`config.mk`:
```
export PLATFORM = sky130hd
export DESIGN_NAME = aes_key_sched_ctrl
export DESIGN_NICKNAME = d
export VERILOG_FILES = /design/src/rtl/aes_pkg.sv /design/src/rtl/aes_rk_buffer.sv /design/src/rtl/aes_key_sched_ctrl.sv
export SDC_FILE = /design/constraint.sdc
export NUM_CORES = 2
export LEC_CHECK = 0
export BUFFER_PORTS_ARGS = -buffer_cell sky130_fd_sc_hd__buf_2
export CAP_MARGIN = 40
export CORE_ASPECT_RATIO = 0.5
export CORE_MARGIN = 2
export CORE_UTILIZATION = 58
export CTS_BUF_LIST = sky130_fd_sc_hd__clkbuf_8 sky130_fd_sc_hd__clkbuf_16
export CTS_CLUSTER_DIAMETER = 40
export DETAILED_ROUTE_END_ITERATION = 10
export PLACE_DENSITY = 0.77
export SLEW_MARGIN = 20
export SYNTH_ARGS = -nofsm -noshare
export SYNTH_HDL_FRONTEND = slang
export SYNTH_SLANG_ARGS = --single-unit
```
`constraint.sdc`:
```
create_clock -name clk -period 27.3 [get_ports clk]
set_input_delay 8.19 -clock clk [delete_from_list [all_inputs] [get_ports clk]]
set_output_delay 8.19 -clock clk [all_outputs]
set_load 0.01 [all_outputs]
```
`src/rtl/aes_pkg.sv`:
```
// Shared AES types plus key-schedule sequencing constants, state encoding
// and the GF(2^8) doubling used to step the round constant.
package aes_pkg;
  typedef logic [127:0] aes_128;
  typedef logic [7:0]   ByteType;
  typedef logic [3:0]   rk_idx_t;

  localparam int      NUM_ROUNDS = 10;
  localparam ByteType RCON_INIT  = 8'h01;

  typedef enum logic [2:0] {
    KS_IDLE,
    KS_LOAD,
    KS_ISSUE,
    KS_WAIT,
    KS_STORE,
    KS_DONE
  } ks_state_t;

  function automatic ByteType xtime(input ByteType b);
    return {b[6:0], 1'b0} ^ (b[7] ? 8'h1b : 8'h00);
  endfunction
endpackage

```
`src/rtl/aes_rk_buffer.sv`:
```
// Round-key storage: one write port, one registered range-checked read port.
// Contents are not reset; the read qualifier alone gates visibility.
module aes_rk_buffer
  import aes_pkg::*;
#(
  parameter int NUM_RK = 11
) (
  input  logic    clk,
  input  logic    rst,
  input  logic    i_we,
  input  rk_idx_t i_waddr,
  input  aes_128  i_wdata,
  input  logic    i_rd_en,
  input  logic    i_rd_ok,
  input  rk_idx_t i_rd_addr,
  output aes_128  o_rd_data,
  output logic    o_rd_valid
);
  localparam rk_idx_t LAST = rk_idx_t'(NUM_RK - 1);

  aes_128 r_mem [NUM_RK];
  aes_128 r_rd_data;
  logic   r_rd_valid;
  logic   w_rd_hit;

  assign w_rd_hit = i_rd_en && i_rd_ok && (i_rd_addr <= LAST);

  always_ff @(posedge clk) begin
    if (i_we && (i_waddr <= LAST)) r_mem[i_waddr] <= i_wdata;
  end

  always_ff @(posedge clk or posedge rst) begin
    if (rst) begin
      r_rd_valid <= 1'b0;
      r_rd_data  <= '0;
    end else begin
      r_rd_valid <= w_rd_hit;
      r_rd_data  <= w_rd_hit ? r_mem[i_rd_addr] : '0;
    end
  end

  assign o_rd_data  = r_rd_data;
  assign o_rd_valid = r_rd_valid;
endmodule

```
`src/rtl/aes_key_sched_ctrl.sv`:
```
// Sequences aes_key_gen through the ten AES-128 expansion rounds, captures
// every round key and serves them through a registered read port.
module aes_key_sched_ctrl
  import aes_pkg::*;
#(
  parameter int KG_LAT = 2,
  parameter int NUM_RK = 11
) (
  input  logic         clk,
  input  logic         rst,
  input  logic         start,
  input  aes_128       key_i,
  input  aes_128       kg_key_i,
  output logic         kg_en,
  output logic         kg_gen_key,
  output logic         kg_next_rnd,
  output logic [3:0]   kg_rnd_number,
  output ByteType      kg_r_con,
  output logic         busy,
  output logic         done,
  output logic         keys_valid,
  input  logic         rk_rd_en,
  input  logic [3:0]   rk_rd_addr,
  output logic [127:0] rk_rd_data,
  output logic         rk_rd_valid
);
  localparam rk_idx_t    LAST_RND  = rk_idx_t'(NUM_ROUNDS);
  localparam logic [2:0] WCNT_INIT = 3'(KG_LAT - 1);

  ks_state_t  r_state, w_next;
  rk_idx_t    r_round;
  ByteType    r_rcon;
  logic [2:0] r_wcnt;
  logic       r_keys_valid;
  logic       w_busy, w_gen_key, w_next_rnd, w_done, w_we;

  always_ff @(posedge clk or posedge rst) begin
    if (rst) r_state <= KS_IDLE;
    else     r_state <= w_next;
  end

  always_comb begin
    w_next     = r_state;
    w_busy     = 1'b0;
    w_gen_key  = 1'b0;
    w_next_rnd = 1'b0;
    w_done     = 1'b0;
    w_we       = 1'b0;
    case (r_state)
      KS_IDLE:  if (start) w_next = KS_LOAD;
      KS_LOAD: begin
        w_busy    = 1'b1;
        w_gen_key = 1'b1;
        w_we      = 1'b1;
        w_next    = KS_ISSUE;
      end
      KS_ISSUE: begin
        w_busy     = 1'b1;
        w_next_rnd = 1'b1;
        w_next     = KS_WAIT;
      end
      KS_WAIT: begin
        w_busy = 1'b1;
        if (r_wcnt == 3'd0) w_next = KS_STORE;
      end
      KS_STORE: begin
        w_busy = 1'b1;
        w_we   = 1'b1;
        w_next = (r_round == LAST_RND) ? KS_DONE : KS_ISSUE;
      end
      KS_DONE: begin
        w_done = 1'b1;
        w_next = KS_IDLE;
      end
      default: w_next = KS_IDLE;
    endcase
  end

  // Round and rcon are held from ISSUE through STORE so the generator sees
  // stable control for the whole round.
  always_ff @(posedge clk or posedge rst) begin
    if (rst) begin
      r_round      <= '0;
      r_rcon       <= 8'h00;
      r_wcnt       <= '0;
      r_keys_valid <= 1'b0;
    end else begin
      case (r_state)
        KS_IDLE: if (start) begin
          r_keys_valid <= 1'b0;
          r_round      <= '0;
          r_rcon       <= RCON_INIT;
        end
        KS_LOAD:  r_round <= 4'd1;
        KS_ISSUE: r_wcnt  <= WCNT_INIT;
        KS_WAIT:  if (r_wcnt != 3'd0) r_wcnt <= r_wcnt - 3'd1;
        KS_STORE: if (r_round != LAST_RND) begin
          r_rcon  <= xtime(r_rcon);
          r_round <= r_round + 4'd1;
        end
        KS_DONE:  r_keys_valid <= 1'b1;
        default: ;
      endcase
    end
  end

  // r_round is 0 during LOAD, so one address mux covers both writers.
  aes_rk_buffer #(.NUM_RK(NUM_RK)) u_buf (
    .clk        (clk),
    .rst        (rst),
    .i_we       (w_we),
    .i_waddr    (r_round),
    .i_wdata    (w_gen_key ? key_i : kg_key_i),
    .i_rd_en    (rk_rd_en),
    .i_rd_ok    (r_keys_valid),
    .i_rd_addr  (rk_rd_addr),
    .o_rd_data  (rk_rd_data),
    .o_rd_valid (rk_rd_valid)
  );

  assign kg_en         = w_busy;
  assign busy          = w_busy;
  assign kg_gen_key    = w_gen_key;
  assign kg_next_rnd   = w_next_rnd;
  assign done          = w_done;
  assign keys_valid    = r_keys_valid;
  assign kg_rnd_number = r_round;
  assign kg_r_con      = r_rcon;
endmodule

```
==> run_results.csv <==
group,metric,value,unit
cells_and_area,area_growth,13.09,%
clock_network,clock-sinks,1556,
synth,netlist_instances,3009,
power_and_ir_drop,powerDensity,78.11,nW/um^2
routing,vias_per_cell,6.218,
synth,yosys-top-cells-count,"1408 x edfxtp_1, 387 x mux2_2, 148 x dfrtp_1",
clock_network,post_cts_buffers,0,
synth,synth_cell_types,44,
die,pin_count,411,
timing,finClkSkew,0.02844,ns
place,place_area,65450,sq um
synth,ys_seq_area_share,74.33,%
power_and_ir_drop,leakagePower,0.02466,uW
timing,hold_violations,0,
die,die-area,109500,sq um
timing,drv_slew,0,
worst_setup_path,endpoint_kind,"flip-flop",
timing,finalCriticalPeriod,11.67,ns
worst_setup_path,crit_arrival,12.21,ns
synth,synthTopCellsByArea,"edfxtp_1 68%, mux2_2 7.0%, dfrtp_1 6.0%",
cells_and_area,n_fill_cell,6525,
place,dp_hpwl,71.12,mm
routing,ant_nets,0,
clock_network,cts_buffers,135,
synth,async_flop_share,9.512,%
worst_setup_path,worst-path-max-fanout,140,
global_routing,grtUsageTotal,24.90,%
synth,avgSynthCellArea,20.56,sq um
status,status,"completed",
routing,dr.pass1.iters,5,
global_routing,antenna_found_initial,0,
cells_and_area,nets,3702,
routing,drc,0,
synth,ys_ff_latch,1556,
clock_network,clock_latency,0.74,ns
synth,synth_top_cell_by_area,"edfxtp_1",
global_routing,grt_start_max_net_pins,141,
cells_and_area,drive_gt1_share,40.18,%
clock_network,htree_levels,4,
routing,num_vias,30864,
synth,syn-num-nets,3279,
synth,synth_edf_count,1408,
synth,synth_top_area_share,68.34,%
routing,routed_wl,136.9,mm
global_routing,grt.overflow.total,0,
synth,yosys_warnings,0,
synth,synth.most_common_cell,"edfxtp_1",
worst_setup_path,critPathLaunchType,"primary input",
clock_network,cts.clk_slew.worst_paths,0.06,ns
timing,timing.setup.tns,0,ns
timing,max_freq,85.72,MHz
worst_setup_path,cp.required,27.84,ns
synth,synthFlopType,"edfxtp_1",
clock_network,ctsHoldBuffers,0,
power_and_ir_drop,vdd_drop_max,79.35,uV
run,drv_cap,0,
die,rows,84,
place,numPortBuffers,410,
synth,syn_area,61870,sq um
clock_network,post_cts_resized,0,
timing,rsz0062_at_grt,"false",
worst_hold_path,min_path_type,"reg -> reg",
die,floorplan.initialDensity,58.69,%
worst_setup_path,critPathKind,"in -> reg",
global_routing,grt_pass1_wl,202.6,mm
timing,max_slew_margin,20.87,%
timing,tightest_slew,1.187,ns
routing,wire_per_inst,27.57,um
routing,dr.first_iter.drc_count,2974,
die,core-area,105400,sq um
place,gp_congestion,0.7553,
die,fp.dieW,465.9,um
timing,fin_crit_sh,42.73,%
cells_and_area,final_area,69970,sq um
die,die_h,234.9,um
timing,finalSetupViolCount,0,
global_routing,first_global_vias,32337,
clock_network,cts_tree,"done",
clock_network,clock-root-buffer,"clkbuf_16",
clock_network,clk_path_buf_depth,3,
per-layer routing:
metal,track usage (%),routed length [um],up-vias
li1,-,-,13209
met1,33.50,55020,16364
met2,42.91,70900,1097
met3,3.154,7885,194
met4,7.428,3074,0
met5,0,0,-
final cells by class:
class	instances	area, sq um	area share [%]
Antenna cell	1	2.502	0.003576
Clock buffer	148	3613	5.164
Clock inverter	101	777.0	1.110
Inverter	10	42.54	0.06080
Multi-Input combinational cell	1248	14720	21.04
Sequential cell	1556	45980	65.72
Tap cell	1419	1775	2.537
Timing Repair Buffer	481	3050	4.360
registers in the layout, indices dropped and copies added, names as in the netlist:
signal and count:
kg_rnd_number 4, r_wcnt 3, u_buf.o_rd_valid 1, u_buf.o_rd_data 128, keys_valid 1, r_state 3, kg_r_con 8, u_buf.r_mem 1408
report_power, final:
part | switching, uW | internal, uW | total [uW]
combinational | 443 | 207 | 650
clock | 850 | 1050 | 1900
sequential | 31.9 | 2890 | 2920
kinds of logic (layout without fill, tap and decap cells):
kind of cell               after synthesis  in the layout  share of synthesized area [%]
AOI/OAI and AO/OA                      288            288                          5.104
xor gates and xnor gates                 6              6                        0.08494
other                                    0              1                              0
muxes                                  769            769                          16.64
DFF                                   1556           1556                          74.33
adders and majority gates                6              6                         0.1213
and+or+nand+nor                        179            179                          1.780
buffers and inverters                  205            740                          1.948
worst max-delay path, stage by stage:
cell      delay (ns)
buf_8           0.68
buf_12          0.63
buf_4           0.32
buf_4           0.33
buf_16          0.31
buf_4           0.63
mux2_2          0.42
a221oi_2        0.24
a221oi_1        0.13
final timing paths:
check	from	endpoint	slack, ns	cells after the start
hold / removal	r_wcnt[1]$_DFFE_PP0P_	r_wcnt[1]$_DFFE_PP0P_	0.50	1
setup / recovery	rk_rd_addr[0]	u_buf.o_rd_data[103]$_DFF_PP0_	15.63	9
max in group asynchronous	rst	r_state[1]$_DFFE_PP0P_	18.33	5
hold reg to reg	r_wcnt[1]$_DFFE_PP0P_	r_wcnt[1]$_DFFE_PP0P_	0.50	1
min in group asynchronous	rst	u_buf.o_rd_data[42]$_DFF_PP0_	7.42	2
setup reg to reg	kg_rnd_number[0]$_DFFE_PP0P_	u_buf.r_mem[9][52]$_DFFE_PP_	23.70	7
layout by cell type, fill, tap and decap left out, types with 94 or more instances in the layout:
cell type and count:
nand2b_1 131, mux4_2 128, mux2i_1 129, a221oi_2 112
a221oi_1 144, clkbuf_16 140, buf_2 406, edfxtp_1 1408
dfrtp_1 148, mux2_4 94, mux2_2 387
metrics by stage:
step | setup WS (ns) | util, % | hold WS, ns | power (uW) | cells
after detailed placement | 14.14 | 62.08 | 0.4792 | 3618 | 4709
after floorplan | 15.13 | - | 0.4561 | 3398 | 3009
after global placement | 14.01 | 61.71 | 0.4740 | 3583 | 4692
after CTS | 14.98 | 66.25 | 0.4981 | 5492 | 4958
after global routing | 15.33 | 66.37 | 0.5273 | 5633 | 4963
final | 15.63 | 66.37 | 0.4988 | 5465 | 4964
No activity file was read; power rests on OpenSTA's default activity.
